$ cat config.mk
export PLATFORM = sky130hd
export DESIGN_NAME = fetch_pc_unit
export DESIGN_NICKNAME = d
export VERILOG_FILES = /design/src/rtl/pc_pkg.sv /design/src/rtl/next_pc_sel.sv /design/src/rtl/fetch_pc_unit.sv
export SDC_FILE = /design/constraint.sdc
export NUM_CORES = 1
export LEC_CHECK = 0
export CAP_MARGIN = 10
export CORE_UTILIZATION = 48
export DETAILED_ROUTE_END_ITERATION = 6
export GPL_TIMING_DRIVEN = 0
export PLACE_DENSITY = 0.82
export SLEW_MARGIN = 20
export SYNTH_ARGS = -nofsm -noshare
export SYNTH_HDL_FRONTEND = slang
export SYNTH_HIERARCHICAL = 1
export SYNTH_SLANG_ARGS = --single-unit
$ cat constraint.sdc
create_clock -name clk -period 2.8 [get_ports clk]
set_input_delay 0.42 -clock clk [delete_from_list [all_inputs] [get_ports clk]]
set_output_delay 0.42 -clock clk [all_outputs]
set_load 0.005 [all_outputs]
$ cat src/rtl/pc_pkg.sv
// Shared types and constants for the fetch PC unit and its next-PC selector.
package pc_pkg;

  typedef enum logic [1:0] {
    BOOT  = 2'd0,
    FETCH = 2'd1,
    HOLD  = 2'd2,
    TRAP  = 2'd3
  } pc_state_t;

  localparam int unsigned INSN_BYTES   = 4;
  localparam logic [31:0] DEF_RESET_PC = 32'h0000_0000;
  localparam logic [31:0] DEF_TRAP_PC  = 32'h0000_0100;

  // Sequential successor; wraps modulo 2^32 with no carry out.
  function automatic logic [31:0] pcInc(input logic [31:0] pc);
    return pc + 32'(INSN_BYTES);
  endfunction

endpackage

$ cat src/rtl/next_pc_sel.sv
// Combinational next-PC selection: JALR bit-0 clear, alignment check and PC mux.
module next_pc_sel
  import pc_pkg::*;
(
  input  logic [31:0] pc,
  input  logic        branchOut,
  input  logic [31:0] target,
  input  logic        isJalr,
  input  logic [31:0] trapPc,
  output logic [31:0] nextPc,
  output logic [31:0] effTarget,
  output logic        taken,
  output logic        misaligned
);

  always_comb begin
    effTarget  = {target[31:1], target[0] & ~isJalr};
    misaligned = branchOut && (effTarget[1:0] != 2'b00);
    taken      = branchOut && !misaligned;
    if (misaligned)  nextPc = trapPc;
    else if (taken)  nextPc = effTarget;
    else             nextPc = pcInc(pc);
  end

endmodule

$ cat src/rtl/fetch_pc_unit.sv
// Architectural PC register and fetch sequencer with misaligned-target trap.
// Optional PC_STATS_EN macro adds accept / taken-accept counters.
module fetch_pc_unit
  import pc_pkg::*;
#(
  parameter logic [31:0] RESET_PC = DEF_RESET_PC,
  parameter logic [31:0] TRAP_PC  = DEF_TRAP_PC
) (
  input  logic        clk,
  input  logic        rst,
  input  logic        stall_i,
  input  logic        branch_out_i,
  input  logic [31:0] target_i,
  input  logic        is_jalr_i,
  input  logic        imem_ready_i,
  output logic [31:0] pc_o,
  output logic [31:0] pc_plus4_o,
  output logic        fetch_valid_o,
  output logic        redirect_o,
  output logic        misalign_o,
  output logic [31:0] fault_addr_o
`ifdef PC_STATS_EN
  ,
  output logic [31:0] accept_cnt_o,
  output logic [31:0] taken_cnt_o
`endif
);

  pc_state_t   state;
  logic        accept;
  logic [31:0] nextPc;
  logic [31:0] effTarget;
  logic        taken;
  logic        misaligned;

  assign accept     = (state == FETCH) && imem_ready_i && !stall_i;
  assign pc_plus4_o = pcInc(pc_o);

  next_pc_sel uSel (
    .pc         (pc_o),
    .branchOut  (branch_out_i),
    .target     (target_i),
    .isJalr     (is_jalr_i),
    .trapPc     (TRAP_PC),
    .nextPc     (nextPc),
    .effTarget  (effTarget),
    .taken      (taken),
    .misaligned (misaligned)
  );

  // fetch_valid_o is registered alongside the state so it is 1 exactly in FETCH.
  always_ff @(posedge clk) begin
    if (rst) begin
      state         <= BOOT;
      pc_o          <= RESET_PC;
      fetch_valid_o <= 1'b0;
      redirect_o    <= 1'b0;
      misalign_o    <= 1'b0;
      fault_addr_o  <= '0;
    end else begin
      redirect_o <= 1'b0;
      unique case (state)
        BOOT: begin
          state         <= FETCH;
          fetch_valid_o <= 1'b1;
        end
        FETCH: begin
          if (stall_i) begin
            state         <= HOLD;
            fetch_valid_o <= 1'b0;
          end else if (imem_ready_i) begin
            pc_o <= nextPc;
            if (misaligned) begin
              state         <= TRAP;
              fetch_valid_o <= 1'b0;
              misalign_o    <= 1'b1;
              fault_addr_o  <= effTarget;
            end else begin
              redirect_o <= taken;
            end
          end
        end
        HOLD: begin
          if (!stall_i) begin
            state         <= FETCH;
            fetch_valid_o <= 1'b1;
          end
        end
        TRAP: begin
          state         <= FETCH;
          fetch_valid_o <= 1'b1;
        end
        default: begin
          state         <= BOOT;
          fetch_valid_o <= 1'b0;
        end
      endcase
    end
  end

`ifdef PC_STATS_EN
  // Taken count includes trap-causing accepts, i.e. any accepted branchOut.
  always_ff @(posedge clk) begin
    if (rst) begin
      accept_cnt_o <= '0;
      taken_cnt_o  <= '0;
    end else if (accept) begin
      accept_cnt_o <= accept_cnt_o + 32'd1;
      if (branch_out_i) taken_cnt_o <= taken_cnt_o + 32'd1;
    end
  end
`endif

endmodule

# Word level (Yosys, flattened, before mapping)

Index checks and enable logic that the tools add are counted.

Bits in registers: 69
Bits in latches: 0
Memory bits (writable): 0
ROM bits: 0
Bits of input ports: 38
Logic and storage cells: 40
Memories kept: 0

Add/sub/neg operators: 1
$mul: 0
Div/mod/pow operators: 0
Magnitude comparators: 0
Equality and inequality tests: 6
Shifts and indexed selects: 0
Mux-type cells: 12
Bitwise logic cells: 5
Reduce and logical (&&, ||, !) cells: 10

Operator list:

| kind                  | count |
|---|---|
| $mux 32               | 2 |
| $add 32x3->32 const B | 1 |
| $mux 2                | 4 |
| $ne 3x3->1 const B    | 2 |
| $pmux 2 s3            | 1 |
| $reduce_and 3->1      | 2 |
| $reduce_or 5->1       | 1 |
| $eq 2x2->1 const B    | 2 |
| $mux 1                | 4 |
| $not 1->1             | 4 |
| $reduce_and 4->1      | 1 |
| $pmux 1 s3            | 1 |
| $eq 2x1->1 const B    | 1 |
| $logic_and 1x1->1     | 2 |
| $logic_not 2->1       | 1 |
| $ne 2x2->1 const B    | 1 |
| $reduce_bool 2->1     | 1 |
| $reduce_or 2->1       | 1 |
| $and 1x1->1           | 1 |
| $logic_not 1->1       | 1 |

# Longest topological paths before layout

Gate-level depths: netlist of run 1.

Word-level depth: 8
Depth in mapped cells: 10
Mapped depth without buffers: 8

# By module

Netlist of run 1, hierarchy kept.

Modules (own cells, without submodules):

| module        | instances | cells an instance | area each (µm²) | seq. area each (µm²) |
|---|---|---|---|---|
| fetch_pc_unit | 1         | 387               | 3011.6          | 1381.3 |
| next_pc_sel   | 1         | 207               | 1500.2          | 0.0 |

# Worst setup path before layout of run 1

OpenSTA, ideal clock, no wires.

Kind: input to register
Start: input port target_i[0]
End: register fault_addr_o[30]
Library setup time: 0.070 ns
Arrival: 1.990 ns
Setup slack: 0.740 ns
Stages: 9
Path buffers: 3
Cells stage by stage: nor2b_1 > nor2_1 > buf_4 > buf_4 > nor2b_1 > nand2_1 > clkbuf_1 > nand2_1 > a21oi_1

Word-level cells in the longest chain between the ends: 4

Ends and longest elaborated chain:

| element                    | RTL line            | text |
|---|---|---|
| start, declared            | fetch_pc_unit.sv:13 | `input logic [31:0] target_i,` |
| $and 1x1->1                | next_pc_sel.sv:17   | `effTarget = {target[31:1], target[0] & ~isJalr};` |
| $reduce_bool 2->1          | next_pc_sel.sv:18   | `misaligned = branchOut && (effTarget[1:0] != 2'b00);` |
| $logic_and 1x1->1          | next_pc_sel.sv:18   |  |
| net misaligned             | fetch_pc_unit.sv:34 | `logic misaligned;` |
| $reduce_and 4->1 (no line) | --                  |  |
| end signal, assigned       | fetch_pc_unit.sv:77 | `fault_addr_o <= effTarget;` |
| end, declared              | fetch_pc_unit.sv:21 | `output logic [31:0] fault_addr_o` |

The timed path passes the listed nets, and every way through them passes these cells.
A chain may end at the register's enable or synchronous reset.

# Worst setup path in the final report of run 1

Start: register pc_o[12]
End: output port pc_plus4_o[27]

Word-level cells in the longest chain between the ends: 1

Ends and longest elaborated chain:

| element                | RTL line            | text |
|---|---|---|
| start, declared        | fetch_pc_unit.sv:16 | `output logic [31:0] pc_o,` |
| start signal, assigned | fetch_pc_unit.sv:72 | `pc_o <= nextPc;` |
| $add 32x3->32          | pc_pkg.sv:17        | `return pc + 32'(INSN_BYTES);` |
| end, declared          | fetch_pc_unit.sv:17 | `output logic [31:0] pc_plus4_o,` |

No other way between the ends.

==> results of run 1 <==
registers in the layout, summed over array words and instances, names as in the netlist:
register and flops:
fault_addr_o 32, redirect_o 1, state 2, pc_o 32, misalign_o 1, fetch_valid_o 1
logic make-up after synthesis:
family | after synthesis
adders and majority gates | 2
and+or+nand+nor | 263
buffers and inverters | 72
other | 2
DFF | 69
xor gates and xnor gates | 55
AOI/OAI and AO/OA | 86
muxes | 45
layout by cell type, fill, tap and decap left out, drive strengths merged, types with 3 or more instances in the layout:
master | netlist | final
nor3 | 6 | 6
clkdlybuf4s50 | 0 | 134
inv | 6 | 6
nor4 | 3 | 3
dfxtp | 69 | 69
nor2b | 3 | 3
and2 | 4 | 4
buf | 51 | 67
nor2 | 19 | 19
and4 | 6 | 6
mux2 | 7 | 7
conb | 2 | 32
nand3 | 28 | 28
xnor2 | 33 | 33
xor2 | 22 | 22
o21ai | 6 | 6
nand2 | 155 | 155
mux2i | 38 | 38
nand4 | 20 | 20
and3 | 11 | 11
clkbuf | 15 | 28
a21oi | 75 | 75
final cells by class:
cell class,instances,area [um2],area share [%]
Tap cell,111,139,2.12
Sequential cell,69,1430,21.9
Timing Repair Buffer,151,1470,22.4
Clock buffer,12,155,2.37
Inverter,6,22.5,0.344
Clock inverter,4,70.1,1.07
Buffer,66,427,6.51
Multi-Input combinational cell,483,2840,43.3
power groups by stage:
stage / clock network [mW] / logic (mW) / registers, mW
6_report: 0.927 / 0.387 / 1.03
5_1_grt: 0.987 / 0.417 / 1.03
4_1_cts: 0.932 / 0.370 / 1.04
3_5_place_dp: 0 / 0.366 / 1.06
3_3_place_gp: 0 / 0.361 / 1.06
2_1_floorplan: 0 / 0.205 / 1.05
worst min path at each step:
stage          cells after the start          endpoint
2_1_floorplan                      2   fault_addr_o[0]
4_1_cts                            2  fault_addr_o[21]
3_5_place_dp                       2  fault_addr_o[21]
6_report                           2  fault_addr_o[21]
3_3_place_gp                       2  fault_addr_o[18]
5_1_grt                            2  fault_addr_o[13]
critical path, stage by stage, from the launching register on:
cell	delay (ns)
dfxtp_4	0.40
nand4_1	0.15
nor4_4	0.30
buf_4	0.18
buf_4	0.11
nand4_1	0.11
xnor2_1	0.19
clkdlybuf4s50_1	0.53
stage by stage:
step                      power, mW  TNS [ns]  util, %  setup WS [ns]
after floorplan                1.26         0        -          0.740
after global placement         1.42     -1.18     66.7        -0.0596
after detailed placement       1.43     -3.30     66.7         -0.141
after CTS                      2.34   -0.0197     69.7        -0.0197
after global routing           2.44   -0.0515     71.6        -0.0275
final                          2.34         0     71.6         0.0795
metal layers:
| metal | GRT usage [%] | vias to the layer above | routed length, um |
|---|---|---|---|
| met5 | 0 | - | 0 |
| met4 | 8.61 | 0 | 240 |
| met3 | 3.83 | 21 | 810 |
| met2 | 46.9 | 199 | 6680 |
| met1 | 35.6 | 2265 | 5910 |
| li1 | - | 2341 | - |
repair_timing:
| action | in CTS | in global routing |
|---|---|---|
| endpoints found under the setup margin | 22 | 51 |
| gates cloned | 0 | 1 |
| gates resized for setup | 23 | 17 |
| pin swaps | 1 | 2 |
| setup buffers | 1 | 15 |
==> reports/qor.txt, run 1 <==
Synth Area in XOR/XNOR: 10.7%
Slew Viols, Final: 0
Complex-gate fraction of the synthesized area: 9.79%
Synthesized flop and latch total: 69
Tcrit/Tclk final: 97.2%
Register-to-Register Path Depth: 8
Final setup violation count: 0
Clock share of power: 39.5%
Post-synthesis average cell area: 7.60 um2
Sw frac: 25.1%
Setup Skew: 0.0104 ns
Die Y-Extent: 99.0 um
Top-count cell post-synth: nand2_1
Multiplexer area fraction after synthesis: 10.2%
Main area contributors after synthesis: dfxtp_1, nand2_1, mux2i_1, a21oi_1, xnor2_1
Detailed Route Iter0 Violations: 262
PwrDens: 358 mW/mm2
Reg2Reg Launch Point: pc_o[2]
Largest net degree at the start of global routing: 14
Main synth FF type: dfxtp_1
Sequential area share after synthesis: 30.6%
R2R Path End: pc_o[28]
Min Tclk post-route: 2.72 ns
Final hold vios: 0
DR vias/cell: 5.35
Main combinational cell family by area after synthesis: simple AND/OR/NAND/NOR gates
Yosys cell types: 41
Hold_sp: fault_addr_o[21]
Final ANT Viol Nets: 0
Clock Path Buffers: 2
Initial Util: 49.3%
Crit path to: pc_plus4_o[27]
Leak: 2.48 nW
H-tree depth: 3
Post-synth top cells: nand2_1, a21oi_1, dfxtp_1
Adder-cell share of the synthesized area: 0.555%
DP HPWL: 9870 um
Worst Hold Class: reg -> reg
TritonCTS clock tree: done
CTS clock-pin slew for the worst setup and hold paths: 0.07 ns
Area grow syn2layout: 45.2%
I/O pins: 137
Row count: 35
Final cell count without fillers: 902
Peak Freq: 368 MHz
R2R setup slack: 0.53 ns
Worst Setup Start Kind: flip-flop
Initial antenna violation count: 0
Critical Path Source: pc_o[12]
Total CTS buffers: 9
Antenna cells: 0
Worst-Skew Late Latency: 0.34 ns
IO buf count: 134
Worst hold margin: 0.455 ns
RSZ-0062 raised after global routing: true
Crit end category: output port
Layout fillers: 737
Vias: 4826
Max_cap viols: 0
Cell taking the most area after synthesis: dfxtp_1
Clock root cell: clkbuf_8
Final #Nets: 826
Core area: 0.00915 mm2
Share of layout cells above drive strength 1: 15.3%
Status: complete, no violations
Per-cell routed wire length: 15.1 um
GRT Total Usage: 27.4%
Comb power frac: 16.5%
Die Wd: 99.0 um
Worst-margin pin slew: 0.721 ns
Placer Congestion: 0.870
Critical Path AT: 2.30 ns
Async SR Flop Fraction: 0%
First-pass GRT wire length: 21600 um
Post-synth EDFFs: 0
CP required: 2.38 ns
Rel. slew slack: 51.9%
Reg power frac: 44.0%
Simple-Gate Fraction of Synth Area: 28.1%
Global route overflow: 0
Psw: 0.588 mW
Clk sinks: 69
Residual DRC count: 0
Post-Route WL: 13600 um
Worst Path Max Fanout: 8
Hold_buf cts: 0
Yosys warns: 6
Design Area, Final: 0.00655 mm2
Drt pass-1 iters: 5
DIE AREA: 0.00979 mm2
Vias in the first global route: 4476
Post-Syn Area: 0.00451 mm2
Placed insts: 869
Setup CP Type: reg -> out
Synth top area share: 30.6%
DP Area: 0.00610 mm2
VDD IR max: 0.242 mV
P_int: 1.76 mW
Cells after Synth: 594
Power figures use the tool's default switching activity.
==> run 2, diff against run 1 <==
- HOLD_SLACK_MARGIN: default -> 0.15
==> results of run 2 <==
Same layout as run 1: the final DEF is identical, and so are final timing and power.
